===== config.mk =====
export PLATFORM = sky130hd
export DESIGN_NAME = any1_load_align
export DESIGN_NICKNAME = d
export VERILOG_FILES = /design/src/rtl/any1_pkg.sv /design/src/rtl/any1_load_extend.sv /design/src/rtl/any1_load_align.sv
export SDC_FILE = /design/constraint.sdc
export NUM_CORES = 1
export LEC_CHECK = 0
export CAP_MARGIN = 30
export CORE_AREA = 2 2 181 183
export DETAILED_ROUTE_END_ITERATION = 16
export DIE_AREA = 0 0 183 185
export REMOVE_ABC_BUFFERS = 1
export SLEW_MARGIN = 15
export SYNTH_ARGS = -nofsm -noshare
export SYNTH_HDL_FRONTEND = slang
export SYNTH_SLANG_ARGS = --single-unit

===== constraint.sdc =====
create_clock -name clk_i -period 3.6 [get_ports clk_i]
set_input_delay 0.72 -clock clk_i [delete_from_list [all_inputs] [get_ports clk_i]]
set_output_delay 0.72 -clock clk_i [all_outputs]
set_load 0.005 [all_outputs]

===== src/rtl/any1_pkg.sv =====
// Shared definitions for the any1 load/store path: size codes, load-align states and helpers.
// Size codes 3 and 7 both mean an 8-byte access.
package any1_pkg;

   localparam logic [3:0] SZ_BYTE  = 4'd0;
   localparam logic [3:0] SZ_WYDE  = 4'd1;
   localparam logic [3:0] SZ_TETRA = 4'd2;
   localparam logic [3:0] SZ_OCTA  = 4'd3;
   localparam logic [3:0] SZ_OCTA2 = 4'd7;

   typedef enum logic [1:0] {
      LA_IDLE,
      LA_RD1,
      LA_RD2,
      LA_DONE
   } load_state_t;

   function automatic logic size_ok(input logic [3:0] sz);
      return (sz == SZ_BYTE) || (sz == SZ_WYDE) || (sz == SZ_TETRA) ||
             (sz == SZ_OCTA) || (sz == SZ_OCTA2);
   endfunction

   function automatic logic [7:0] size_mask(input logic [3:0] sz);
      case (sz)
         SZ_BYTE:  return 8'h01;
         SZ_WYDE:  return 8'h03;
         SZ_TETRA: return 8'h0F;
         default:  return 8'hFF;
      endcase
   endfunction

endpackage


===== src/rtl/any1_load_extend.sv =====
// Shifts the addressed bytes of a merged two-beat window down to bit 0, then zero/sign-extends.
// Purely combinational; octa sizes pass the shifted data through untouched.
module any1_load_extend
   import any1_pkg::*;
(
   input  logic [127:0] dat,
   input  logic [2:0]   ofs,
   input  logic [3:0]   sz,
   input  logic         sgn,
   output logic [63:0]  res
);

   logic [63:0] sh;

   assign sh = 64'(dat >> {ofs, 3'b000});

   always_comb begin
      res = sh;
      case (sz)
         SZ_BYTE:  res = {{56{sgn & sh[7]}},  sh[7:0]};
         SZ_WYDE:  res = {{48{sgn & sh[15]}}, sh[15:0]};
         SZ_TETRA: res = {{32{sgn & sh[31]}}, sh[31:0]};
         default:  res = sh;
      endcase
   end

endmodule


===== src/rtl/any1_load_align.sv =====
// Load aligner: one or two 64-bit bus beats per request, merged, shifted and extended.
// Result held in DONE until res_rdy_i; req_rdy_o is a registered IDLE flag.
module any1_load_align
   import any1_pkg::*;
#(
   parameter int AWID = 32
)(
   input  logic            clk_i,
   input  logic            rst_ni,
   input  logic            req_i,
   output logic            req_rdy_o,
   input  logic [AWID-1:0] req_adr_i,
   input  logic [3:0]      req_sz_i,
   input  logic            req_sgn_i,
   input  logic [5:0]      req_tag_i,
   output logic            cyc_o,
   output logic            stb_o,
   output logic [AWID-1:0] adr_o,
   output logic [7:0]      sel_o,
   input  logic            ack_i,
   input  logic            err_i,
   input  logic [63:0]     dat_i,
   output logic            res_v_o,
   input  logic            res_rdy_i,
   output logic [63:0]     res_o,
   output logic [5:0]      res_tag_o,
   output logic            res_err_o
);

   load_state_t state;
   logic [2:0]  ofs;
   logic [3:0]  sz;
   logic        sgn;
   logic [7:0]  sel_hi;
   logic [63:0] lo;
   logic [15:0] req_mask;
   logic [127:0] merged;
   logic [63:0] ext;
   logic        bus_done;

   assign req_mask = {8'h00, size_mask(req_sz_i)} << req_adr_i[2:0];
   assign bus_done = stb_o & (ack_i | err_i);
   // The terminating beat is merged straight from the bus so the result registers on that edge.
   assign merged   = (state == LA_RD2) ? {dat_i, lo} : {64'h0, dat_i};

   any1_load_extend u_extend (
      .dat (merged),
      .ofs (ofs),
      .sz  (sz),
      .sgn (sgn),
      .res (ext)
   );

   always_ff @(posedge clk_i or negedge rst_ni) begin
      if (!rst_ni) begin
         state     <= LA_IDLE;
         ofs       <= '0;
         sz        <= '0;
         sgn       <= 1'b0;
         sel_hi    <= '0;
         lo        <= '0;
         req_rdy_o <= 1'b1;
         cyc_o     <= 1'b0;
         stb_o     <= 1'b0;
         adr_o     <= '0;
         sel_o     <= '0;
         res_v_o   <= 1'b0;
         res_o     <= '0;
         res_tag_o <= '0;
         res_err_o <= 1'b0;
      end else begin
         case (state)
            LA_IDLE: begin
               if (req_i) begin
                  ofs       <= req_adr_i[2:0];
                  sz        <= req_sz_i;
                  sgn       <= req_sgn_i;
                  sel_hi    <= req_mask[15:8];
                  res_tag_o <= req_tag_i;
                  req_rdy_o <= 1'b0;
                  if (!size_ok(req_sz_i)) begin
                     state     <= LA_DONE;
                     res_v_o   <= 1'b1;
                     res_err_o <= 1'b1;
                     res_o     <= '0;
                  end else begin
                     state <= LA_RD1;
                     cyc_o <= 1'b1;
                     stb_o <= 1'b1;
                     adr_o <= {req_adr_i[AWID-1:3], 3'b000};
                     sel_o <= req_mask[7:0];
                  end
               end
            end
            LA_RD1, LA_RD2: begin
               if (bus_done) begin
                  if (!err_i && state == LA_RD1 && sel_hi != 8'h00) begin
                     state <= LA_RD2;
                     lo    <= dat_i;
                     adr_o <= adr_o + AWID'(8);
                     sel_o <= sel_hi;
                  end else begin
                     state     <= LA_DONE;
                     cyc_o     <= 1'b0;
                     stb_o     <= 1'b0;
                     sel_o     <= '0;
                     res_v_o   <= 1'b1;
                     res_err_o <= err_i;
                     res_o     <= err_i ? 64'h0 : ext;
                  end
               end
            end
            LA_DONE: begin
               if (res_rdy_i) begin
                  state     <= LA_IDLE;
                  res_v_o   <= 1'b0;
                  req_rdy_o <= 1'b1;
               end
            end
            default: state <= LA_IDLE;
         endcase
      end
   end

endmodule


==> impl_metrics.tcl <==
set metrics [dict create \
    status "finished, final reports clean" \
    critPathTopFamily "simple AND/OR/NAND/NOR gates" \
    wl_met2_um 18500 \
    coreArea_sq_mm 0.0320 \
    ioPinCount 228 \
    path_buf_inv 2 \
    cp_max_fo 10 \
    seqPwrFrac_pct 27.6 \
    timing.final.ws_setup_ps 531 \
    cts_tree "built" \
    rrSetupSlack_ps 530 \
    yosysUniqueCellTypes 82 \
    ys_warn_count 0 \
    fin_cells 1883 \
    fmax_ghz 0.326 \
    synth_edf_count 0 \
    drtIter0Drc 1035 \
    antenna_found_initial 2 \
    hp-class "input pin to asynchronous set/reset pin" \
    most-common-layout-cells "223 x clkdlybuf4s50_1, 188 x dfrtp_1, 132 x nand2_1, 123 x mux2_2, 115 x nor2_1" \
    clock_latency_ps 460 \
    met3WireLength_um 2330 \
    grt_pass1_vias 10600 \
    cts_inserted_buffers 17 \
    fillers 3021 \
    numPortBuffers 224 \
    end_kind "flop" \
    wl_per_cell_um 21.2 \
    cts.sinks 192 \
    cts_max_level 4 \
    tightest_slew_ps 886 \
    initial_utilization_pct 39.1 \
    syn_avg_cell_area_sq_um 9.78 \
    r2r_cells 8 \
    critPathLaunchType "flop" \
    gp_congestion 0.873 \
    pre_cts_ws_ps 274 \
    syn_inst 1281 \
    wl_met1_um 18100 \
    ir_worst_vdd_mv 0.460 \
    maxUsedRoutingLayer "met4" \
    dp_hpwl_um 28300 \
    syn_area_sq_mm 0.0125 \
    p_sw_mw 6.13 \
    setup_violations 0 \
    drive_above_1_share_pct 18.6 \
    combPwrFrac_pct 57.5 \
    wl_um 39900 \
    maxCapViolations 0 \
    placed_area_sq_mm 0.0152 \
    p_sw_share_pct 42.9 \
    cts_root_buffer "clkbuf_16" \
    area_delta_synth_final_pct 26.3 \
    crit_arrival_ps 3460 \
    place_inst 1850 \
    first_pass_iters 5 \
    p_int_mw 8.18 \
    power_density_mw_per_mm2 904 \
    layout_commonest_cell "clkdlybuf4s50_1" \
    r2r-start "state[1]" \
    cp_num_cells 8 \
    grt_max_degree 73 \
    clockBufferDepth 2 \
    grt_pass1_wl_um 61600 \
    die_w_um 183 \
    synth_area_leaders "dfrtp_1 38%, mux2_2 11%, mux4_2 6.5%, mux2i_1 4.6%, nand2_1 4.0%" \
    yosys_most_used_dff "dfrtp_1" \
    skew_ps 11.0 \
    dieArea_sq_mm 0.0339 \
    slew_headroom_pct 40.9 \
    p_leak_nw 6.49 \
    ys_seq_elements 192 \
    cp_cell_sequence "inv_1 -> ha_1 -> clkinv_1 -> nor2_1 -> o21ai_1 -> or4_1 -> a21oi_1 -> a221o_1" \
    gr-total-overflow 0 \
    fin_util_pct 49.4 \
    seq_area_frac_synth_pct 38.3 \
    period_needed_ps 3070 \
    cpMaxStageDelayCell "or4_1" \
    fin_crit_sh_pct 85.3 \
    async_flop_share_pct 100 \
    hold_viol_final 0 \
    synth_top_area_share_pct 38.1 \
    die_y_um 185 \
    final_max_slew_viol_count 0 \
    vias 11200 \
    pwr-share-clk_pct 14.9 \
    postCtsHoldBufs 0 \
    core.rowCount 66 \
    slowest_delay_ps 580 \
    whs_ps 282 \
    vias_per_cell 5.93 \
    grt_usage_pct 23.5 \
    cts.clk_slew.worst_paths_ps 70 \
    ant_nets 0 \
    required_ps 3990 \
    regToRegEndpoint "adr_o[14]" \
    postCtsSetupRepairBufs 0 \
    synth_top_area_cell "dfrtp_1" \
    cts_resized 0 \
    fin_nets 1581 \
    critPathKind "flop to flop" \
    drc 0 \
    grt_setup_unrepaired "false" \
    layout.cell_area.non_filler_sq_mm 0.0158 \
]
[sequential cells by signal, summed over array words and instances, names as in the netlist, 2 cells and up]
register	cells
adr_o	29
lo	64
ofs	3
res_o	64
res_tag_o	6
sel_hi	7
sel_o	8
state	2
sz	4
[worst max path at each step]
stage	startpoint	end	slack (ps)
finish	state[1]	adr_o[14]	530
global route	state[0]	adr_o[14]	340
CTS	state[1]	adr_o[14]	560
detailed placement	req_sz_i[2]	res_o[42]	270
global placement	req_sz_i[2]	res_o[44]	330
floorplan	ofs[0]	res_o[63]	-2630
[cell families after synthesis]
logic type / share of synthesized area [%]
other: 0.0299
adders and majority gates: 0.699
buffers and inverters: 4.71
xor gates and xnor gates: 0.769
AOI/OAI and AO/OA: 19.3
and+or+nand+nor: 13.7
DFF: 38.3
muxes: 22.5
[synthesized netlist by cell type, drive strengths merged, types with 7 or more instances]
cell type / n
a211oi: 19
a21oi: 69
a221o: 26
a22o: 10
a22oi: 15
a311oi: 14
a31oi: 15
and3: 7
buf: 56
clkbuf: 56
dfrtp: 191
ha: 7
inv: 14
mux2: 124
mux2i: 60
mux4: 36
nand2: 132
nand3: 29
nor2: 116
nor3: 42
o211ai: 16
o21ai: 75
o22ai: 24
o311a: 13
or2: 11
xnor2: 7
[area by class of cell]
class                   count  area [sq um]  area share, %
flip-flops and latches    192          4810           30.4
clock inverters            13           210           1.33
inverters                  15          56.3          0.356
clock buffers              18           429           2.71
diodes                      2          5.00         0.0316
multi-input cells         964          7170           45.3
repair buffers            271          2640           16.7
well taps                 408           510           3.23
[stage by stage]
step,power (mW),TNS [ps]
global route,15.3,0
floorplan,9.08,-158740
global placement,12.0,0
detailed placement,12.1,0
CTS,14.3,0
finish,14.3,0
[power groups by stage]
stage               sequential, mW  combinational (mW)  clock (mW)
detailed placement            3.98                8.16           0
global route                  4.09                8.93        2.26
global placement              3.97                8.05           0
finish                        3.95                8.22        2.14
floorplan                     4.03                5.04           0
CTS                           3.96                8.19        2.18
[layer usage]
| layer | vias up | global-route usage [%] |
|---|---|---|
| met5 | - | 0 |
| met4 | 0 | 8.06 |
| met3 | 56 | 3.70 |
| met2 | 424 | 36.3 |
| met1 | 5515 | 33.5 |
| li1 | 5167 | - |
(Power assumes the default switching activity.)
